[src/rtl/fetch_pkg.sv]
// Shared constants and IF/ID slot type for the fetch stage.
package fetch_pkg;
  localparam logic [31:0] PC_INCR   = 32'd4;
  localparam logic [31:0] NOP_INSTR = 32'h0000_0000;
  localparam logic [31:0] RESET_PC  = 32'h0000_0000;

  typedef struct packed {
    logic [31:0] instr;
    logic [31:0] pcplus4;
    logic        valid;
  } ifid_t;

  localparam ifid_t IFID_EMPTY = '{instr: NOP_INSTR, pcplus4: 32'h0, valid: 1'b0};
endpackage

[src/rtl/if_id_register.sv]
// IF/ID pipeline register; priority reset > flush > load > hold.
module if_id_register
  import fetch_pkg::*;
(
  input  logic  Clk,
  input  logic  Reset,
  input  logic  Load,
  input  logic  Flush,
  input  ifid_t d,
  output ifid_t q
);
  always_ff @(posedge Clk) begin
    if (Reset)      q <= IFID_EMPTY;
    else if (Flush) q <= IFID_EMPTY;
    else if (Load)  q <= d;
  end
endmodule

[src/rtl/fetch_stage.sv]
// Fetch stage: next-PC select, PC write enable and IF/ID control.
// Define DELAY_SLOT_EN for MIPS branch-delay-slot semantics with a pending redirect.
module fetch_stage
  import fetch_pkg::*;
(
  input  logic        Clk,
  input  logic        Reset,
  input  logic [31:0] PCResult,
  input  logic [31:0] Instruction,
  input  logic        Stall,
  input  logic        BranchTaken,
  input  logic [31:0] BranchTarget,
  input  logic        Jump,
  input  logic [31:0] JumpTarget,
  output logic [31:0] Address,
  output logic        PCWrite,
  output logic [31:0] IFID_Instruction,
  output logic [31:0] IFID_PCPlus4,
  output logic        IFID_Valid
);
  logic [31:0] pc_plus4;
  logic        load, flush;
  ifid_t       ifid_d, ifid_q;

  assign pc_plus4 = PCResult + PC_INCR;

`ifdef DELAY_SLOT_EN
  logic        pend;
  logic [31:0] pend_target;

  always_comb begin
    if (BranchTaken) Address = BranchTarget;
    else if (pend)   Address = pend_target;
    else if (Jump)   Address = JumpTarget;
    else             Address = pc_plus4;
  end

  // A redirect seen under stall is parked until the stall lifts.
  assign PCWrite = ~Stall;
  assign load    = ~Stall;
  assign flush   = 1'b0;

  always_ff @(posedge Clk) begin
    if (Reset) begin
      pend        <= 1'b0;
      pend_target <= RESET_PC;
    end else if (!Stall) begin
      pend <= 1'b0;
    end else if (BranchTaken) begin
      pend        <= 1'b1;
      pend_target <= BranchTarget;
    end else if (Jump && !pend) begin
      pend        <= 1'b1;
      pend_target <= JumpTarget;
    end
  end
`else
  logic redirect;

  assign redirect = BranchTaken | Jump;

  always_comb begin
    if (BranchTaken) Address = BranchTarget;
    else if (Jump)   Address = JumpTarget;
    else             Address = pc_plus4;
  end

  // Redirect wins over stall: the wrong-path slot is squashed and PC moves.
  assign PCWrite = ~Stall | redirect;
  assign load    = ~Stall;
  assign flush   = redirect;
`endif

  assign ifid_d = '{instr: Instruction, pcplus4: pc_plus4, valid: 1'b1};

  if_id_register u_ifid (
    .Clk   (Clk),
    .Reset (Reset),
    .Load  (load),
    .Flush (flush),
    .d     (ifid_d),
    .q     (ifid_q)
  );

  assign IFID_Instruction = ifid_q.instr;
  assign IFID_PCPlus4     = ifid_q.pcplus4;
  assign IFID_Valid       = ifid_q.valid;
endmodule

[config.mk]
export PLATFORM = sky130hd
export DESIGN_NAME = fetch_stage
export DESIGN_NICKNAME = d
export VERILOG_FILES = /design/src/rtl/fetch_pkg.sv /design/src/rtl/if_id_register.sv /design/src/rtl/fetch_stage.sv
export SDC_FILE = /design/constraint.sdc
export NUM_CORES = 1
export LEC_CHECK = 0
export CAP_MARGIN = 20
export CORE_ASPECT_RATIO = 0.7
export CORE_UTILIZATION = 33
export DETAILED_ROUTE_END_ITERATION = 8
export GPL_TIMING_DRIVEN = 0
export PLACE_DENSITY = 0.81
export RECOVER_POWER = 25
export SKIP_CTS_REPAIR_TIMING = 1
export SKIP_LAST_GASP = 1
export SYNTH_ARGS = -nofsm -noshare
export SYNTH_HDL_FRONTEND = slang
export SYNTH_SLANG_ARGS = --single-unit
export TNS_END_PERCENT = 10
[constraint.sdc]
create_clock -name Clk -period 3 [get_ports Clk]
set_input_delay 0.9 -clock Clk [delete_from_list [all_inputs] [get_ports Clk]]
set_output_delay 0.9 -clock Clk [all_outputs]
set_load 0.1 [all_outputs]
# Word-level counts from Yosys, hierarchy flattened
# Cells that the tools add are included.
totals:
  reg_bits: 65
  word_cells: 10
  n_memories: 0
  romBits: 0
  latch_bits: 0
  out_inout_bits: 98
  ramBits: 0
classes:
  mul: 0
  eq_ne: 0
  div: 0
  order_cmp: 0
  shifts: 0
  reduce_logical: 1
  addsub: 1
  mux: 2
  bitwise: 3
ops:
  columns: ["operator", "count"]
  rows:
  - ["$mux 32", 2]
  - ["$add 32x3->32 const B", 1]
  - ["$or 1x1->1", 2]
  - ["$reduce_or 2->1", 1]
  - ["$not 1->1", 1]

# Longest topological paths before layout
logic_depth:
  ltp_word: 3
  depth_mapped: 7
  mapped_depth_nobuf: 6

# By module
# A second synthesis with hierarchy kept.
unflattened:
  hier_cells: 409
  hier_area_um2: 3631.0
modules_own_cells:
  columns: ["module", "cells_each", "area_per_inst_um2", "n_inst", "seq_area_each_um2"]
  rows:
  - ["if_id_register", 210, 2338.5, 1, 1301.2]
  - ["fetch_stage", 199, 1292.5, 1, 0.0]

# Worst setup path before layout
# Ideal clock, no wire load.
synth_path:
  path_type: "input-to-output"
  from: "input PCResult[2]"
  to: "output Address[22]"
  path_buffers: 1
  cell_stages: 7
  slack_ns: -2.012
  arrival_time_ns: 4.112
  cell_sequence: "ha_1 > and3_1 > clkbuf_1 > nand2_1 > nor4_1 > o31ai_1 > o21ai_0"
synth_via:
  elab_chain_len: 3
synth_rtl:
  columns: ["element", "line", "text"]
  rows:
  - ["from (decl)", "fetch_stage.sv:8", "input logic [31:0] PCResult,"]
  - ["$add 32x3->32", "fetch_stage.sv:25", "assign pc_plus4 = PCResult + PC_INCR;"]
  - ["$mux 32", "fetch_stage.sv:64", "else if (Jump) Address = JumpTarget;"]
  - ["$mux 32", "fetch_stage.sv:63", "if (BranchTaken) Address = BranchTarget;"]
  - ["to (decl)", "fetch_stage.sv:15", "output logic [31:0] Address,"]
# No other way between the ends.

# Worst setup path after layout
layout_path:
  from: "input PCResult[22]"
  to: "output Address[31]"
# The elaborated chain is that of the path after synthesis.

==> flow_summary_export.csv <==
group,metric,value,unit
run_status,status,"finished, violations left",
run_status,violations,"negative setup slack",
clock_network,cts_buffers,9,
worst_setup_path,crit_path_max_incr_delay,0.34,ns
worst_setup_path,critPathCaptureType,"output pin",
placement,hpwlAfterDp,11.65,mm
timing,fin_ws,-0.4294,ns
drt,avgViaCountPerCell,5.131,
power,p_leak,2.868,nW
timing,max_clock_freq,291.6,MHz
worst_setup_path,cpMaxStageDelayCell,"nor4_4",
worst_setup_path,r2r-end,"u_ifid.q[30]",
clock_network,clockBufferDepth,2,
placement,dp_slack,-2.005,ns
worst_setup_path,worstPathCellList,"dlymetal6s2s_1 -> and3_1 -> nand4_1 -> buf_4 -> nor4_4 -> xnor2_2 -> o21ai_4 -> buf_12",
floorplan,die_x,127.3,um
floorplan,coreArea,0.01051,mm2
synthesis,synth-seq-cells,65,
clock_network,cts_tree,"built",
drt,drc,0,
worst_setup_path,start_kind,"input pin",
hold_path,hp-class,"reg -> reg",
placement,port_buffers,227,
drt,num_vias,4346,
worst_setup_path,worstSetupPathType,"in -> out",
global_routing,top_usage_layer,"met2",
final_layout,largest_reg_flops,65,
global_routing,grt_pass1_vias,4319,
clock_network,worstSkewPairLatency,0.33,ns
worst_setup_path,r2r-start,"u_ifid.q[30]",
timing,period_share,114.3,%
global_routing,grt_pass1_wl,22.64,mm
clock_network,clock-sinks,65,
hold_path,min_delay_path_depth,2,
timing,relSlewSlack,29.43,%
global_routing,grt_usage,25.69,%
final_layout,synthToLayoutAreaGrowth,97.28,%
synthesis,syn_area,0.003628,mm2
synthesis,synthCells,440,
timing,tightest_slew,1.055,ns
worst_setup_path,arrival,2.53,ns
power,p_int,1.859,mW
synthesis,ys_top_cells_by_count,"dfxtp_1 (65), nor2_1 (61), mux2i_1 (50)",
floorplan,initial_core_util,34.52,%
drt,firstDrtPassIters,5,
final_layout,regMostFlops,"u_ifid.q",
global_routing,grt_overflow,0,
synthesis,yosysSeqAreaShare,35.86,%
power,clkPwrFrac,33.1,%
global_routing,grt_use_met3,8.452,%
power,p_seq_share,29.9,%
timing,final-hold-violation-count,0,
worst_setup_path,required,2.10,ns
synthesis,avgSynthCellArea,8.247,um2
placement,place_congestion,0.8841,
floorplan,die-area,0.01143,mm2
timing,setup_viol,33,
clock_network,htreeDepth,3,
global_routing,grtUsageMet2,42.67,%
floorplan,rows,31,
worst_setup_path,cp_top_family,"simple AND/OR/NAND/NOR gates",
synthesis,synth_top_cell_by_area,"dfxtp_1",
final_layout,layout.nets,827,
run,maxCapViolCount,0,
power,fin_total_pwr,2.984,mW
floorplan,top_level_ports,231,
synthesis,yosysWarnings,0,
timing,fin_skew,0,ns
drt,antenna_left,0,
synthesis,yosys.cell_count.top_type,"dfxtp_1",
synthesis,syn_nets,574,
timing,slew_violations,0,
synthesis,netlist.area_leader.share,35.86,%
power,switchingPower,1.126,mW
final_layout,reg_top3,"u_ifid.q: 65 flops",
floorplan,die_h,89.73,um
global_routing,use_met1,30.91,%
synthesis,synthFlopType,"dfxtp_1",
drt,wl,15.43,mm
worst_setup_path,reg2reg_slack,2.24,ns
synthesis,ys_async_sr_fraction,0,%
global_routing,grt_max_degree,13,
synthesis,yosysUniqueCellTypes,53,
final_layout,drive_gt1_share,25.50,%
timing,layout_min_cycle_time,3.429,ns
power,ir_drop,0.3929,mV
power,p_sw_share,37.72,%
power,p_per_area,416.9,mW/mm2
timing,finalHoldWorstSlack,0.4603,ns
timing,rsz0062_at_grt,"yes",
power,combPwrFrac,37.0,%
global_routing,antenna_found_initial,1,
final_layout,fin_cells,847,
placement,dp.cells,815,
worst_setup_path,reg2regPathDepth,2,
drt,first_iter_violations,302,
worst_setup_path,crit_fanout,6,
synthesis,synthTopCellsByArea,"dfxtp_1 (36%), mux2i_1 (14%), nor2_1 (6.3%), o21ai_0 (5.1%), nand2_1 (4.7%)",
clock_network,cts-root-buf,"clkbuf_16",
synthesis,synth_edf_count,0,
drt,wire_per_inst,18.22,um
worst_setup_path,critPathBufInv,3,
hold_path,worstHoldStart,"u_ifid.q[7]",
clock_network,path_clk_slew,0.05,ns
hold_path,hold_end,"u_ifid.q[7]",
-- worst max path at each step --
stage,start,to,slack (ns),depth (start not counted)
2_1_floorplan,PCResult[13],Address[22],-0.40,7
3_3_place_gp,BranchTaken,Address[11],-2.01,6
3_5_place_dp,BranchTaken,Address[11],-2.01,6
4_1_cts,PCResult[2],Address[23],-2.02,8
5_1_grt,PCResult[22],Address[31],-0.51,8
6_report,PCResult[22],Address[31],-0.43,8
-- metal layers --
metal  part of all wire, %  vias to the layer above
li1                      -                     2074
met1                    40                     2051
met2                    49                      192
met3                   8.8                       29
met4                   2.3                        0
met5                     0                        -
-- power groups by stage --
| stage | Combinational [mW] | Clock, mW | Sequential (mW) |
|---|---|---|---|
| CTS | 1.04 | 1.00 | 0.892 |
| floorplan | 0.543 | 0 | 1.04 |
| finish | 1.10 | 0.988 | 0.891 |
| detailed placement | 1.03 | 0 | 0.910 |
| global route | 1.15 | 1.04 | 0.893 |
| global placement | 1.02 | 0 | 0.909 |
-- cell usage in the layout (no fill, tap or decap), types with 4 or more instances in the layout --
cell type	Yosys	routed
clkdlybuf4s50_1	0	170
dfxtp_1	65	65
nor2_1	61	54
nand2_1	45	42
mux2i_1	50	42
buf_4	2	33
o21ai_0	37	21
a21oi_1	21	21
o21ai_4	0	18
clkbuf_2	0	13
a22oi_1	12	12
xnor2_1	18	12
nand3_1	12	11
buf_6	3	10
clkbuf_16	0	10
nand4_1	9	9
clkbuf_1	18	9
dlymetal6s2s_1	0	9
buf_12	0	8
mux2i_2	0	8
buf_8	0	7
clkbuf_4	0	6
nor4_4	2	6
xnor2_2	0	6
nor3_2	2	4
o31a_1	4	4
nand2b_1	4	4
o31ai_4	0	4
nor3_1	8	4
nor2_4	0	4
o22ai_1	4	4
-- through the flow --
step           setup TNS (ns)  area, um2  utilization [%]
6_report               -11.91       7158            68.10
5_1_grt                -13.79       7158            68.10
4_1_cts                -59.49       6676            63.52
3_5_place_dp           -60.07       6397            60.86
3_3_place_gp           -58.56       6397            60.86
2_1_floorplan          -9.379       3940                -
-- tightest hold or removal path: cells and delay by family (launching register included) --
kind             cells  cell delay, ns
AO/OA/AOI/OAI        1            0.05
AND/OR/NAND/NOR      1            0.06
flip-flops           1            0.31
-- layout make-up --
type | count | area [um2]
repair buffers | 242 | 2432
inverters | 4 | 15.01
well taps | 148 | 185.2
diodes | 1 | 2.502
flip-flops and latches | 65 | 1301
plain buffers | 32 | 226.5
clock inverters | 6 | 40.04
clock buffers | 10 | 239.0
multi-input cells | 339 | 2716
fillers | 818 | 3353
-- kinds of logic after synthesis --
logic type | Yosys count | synth area share [%]
multiplexers | 51 | 14.10
AO/OA/AOI/OAI | 95 | 15.34
flip-flops | 65 | 35.86
buffers and inverters | 36 | 5.034
XOR/XNOR | 23 | 5.552
AND/OR/NAND/NOR | 169 | 23.76
adder cells (fa/ha/maj) | 1 | 0.3448
Note: power is estimated with default switching activity, not from simulation.
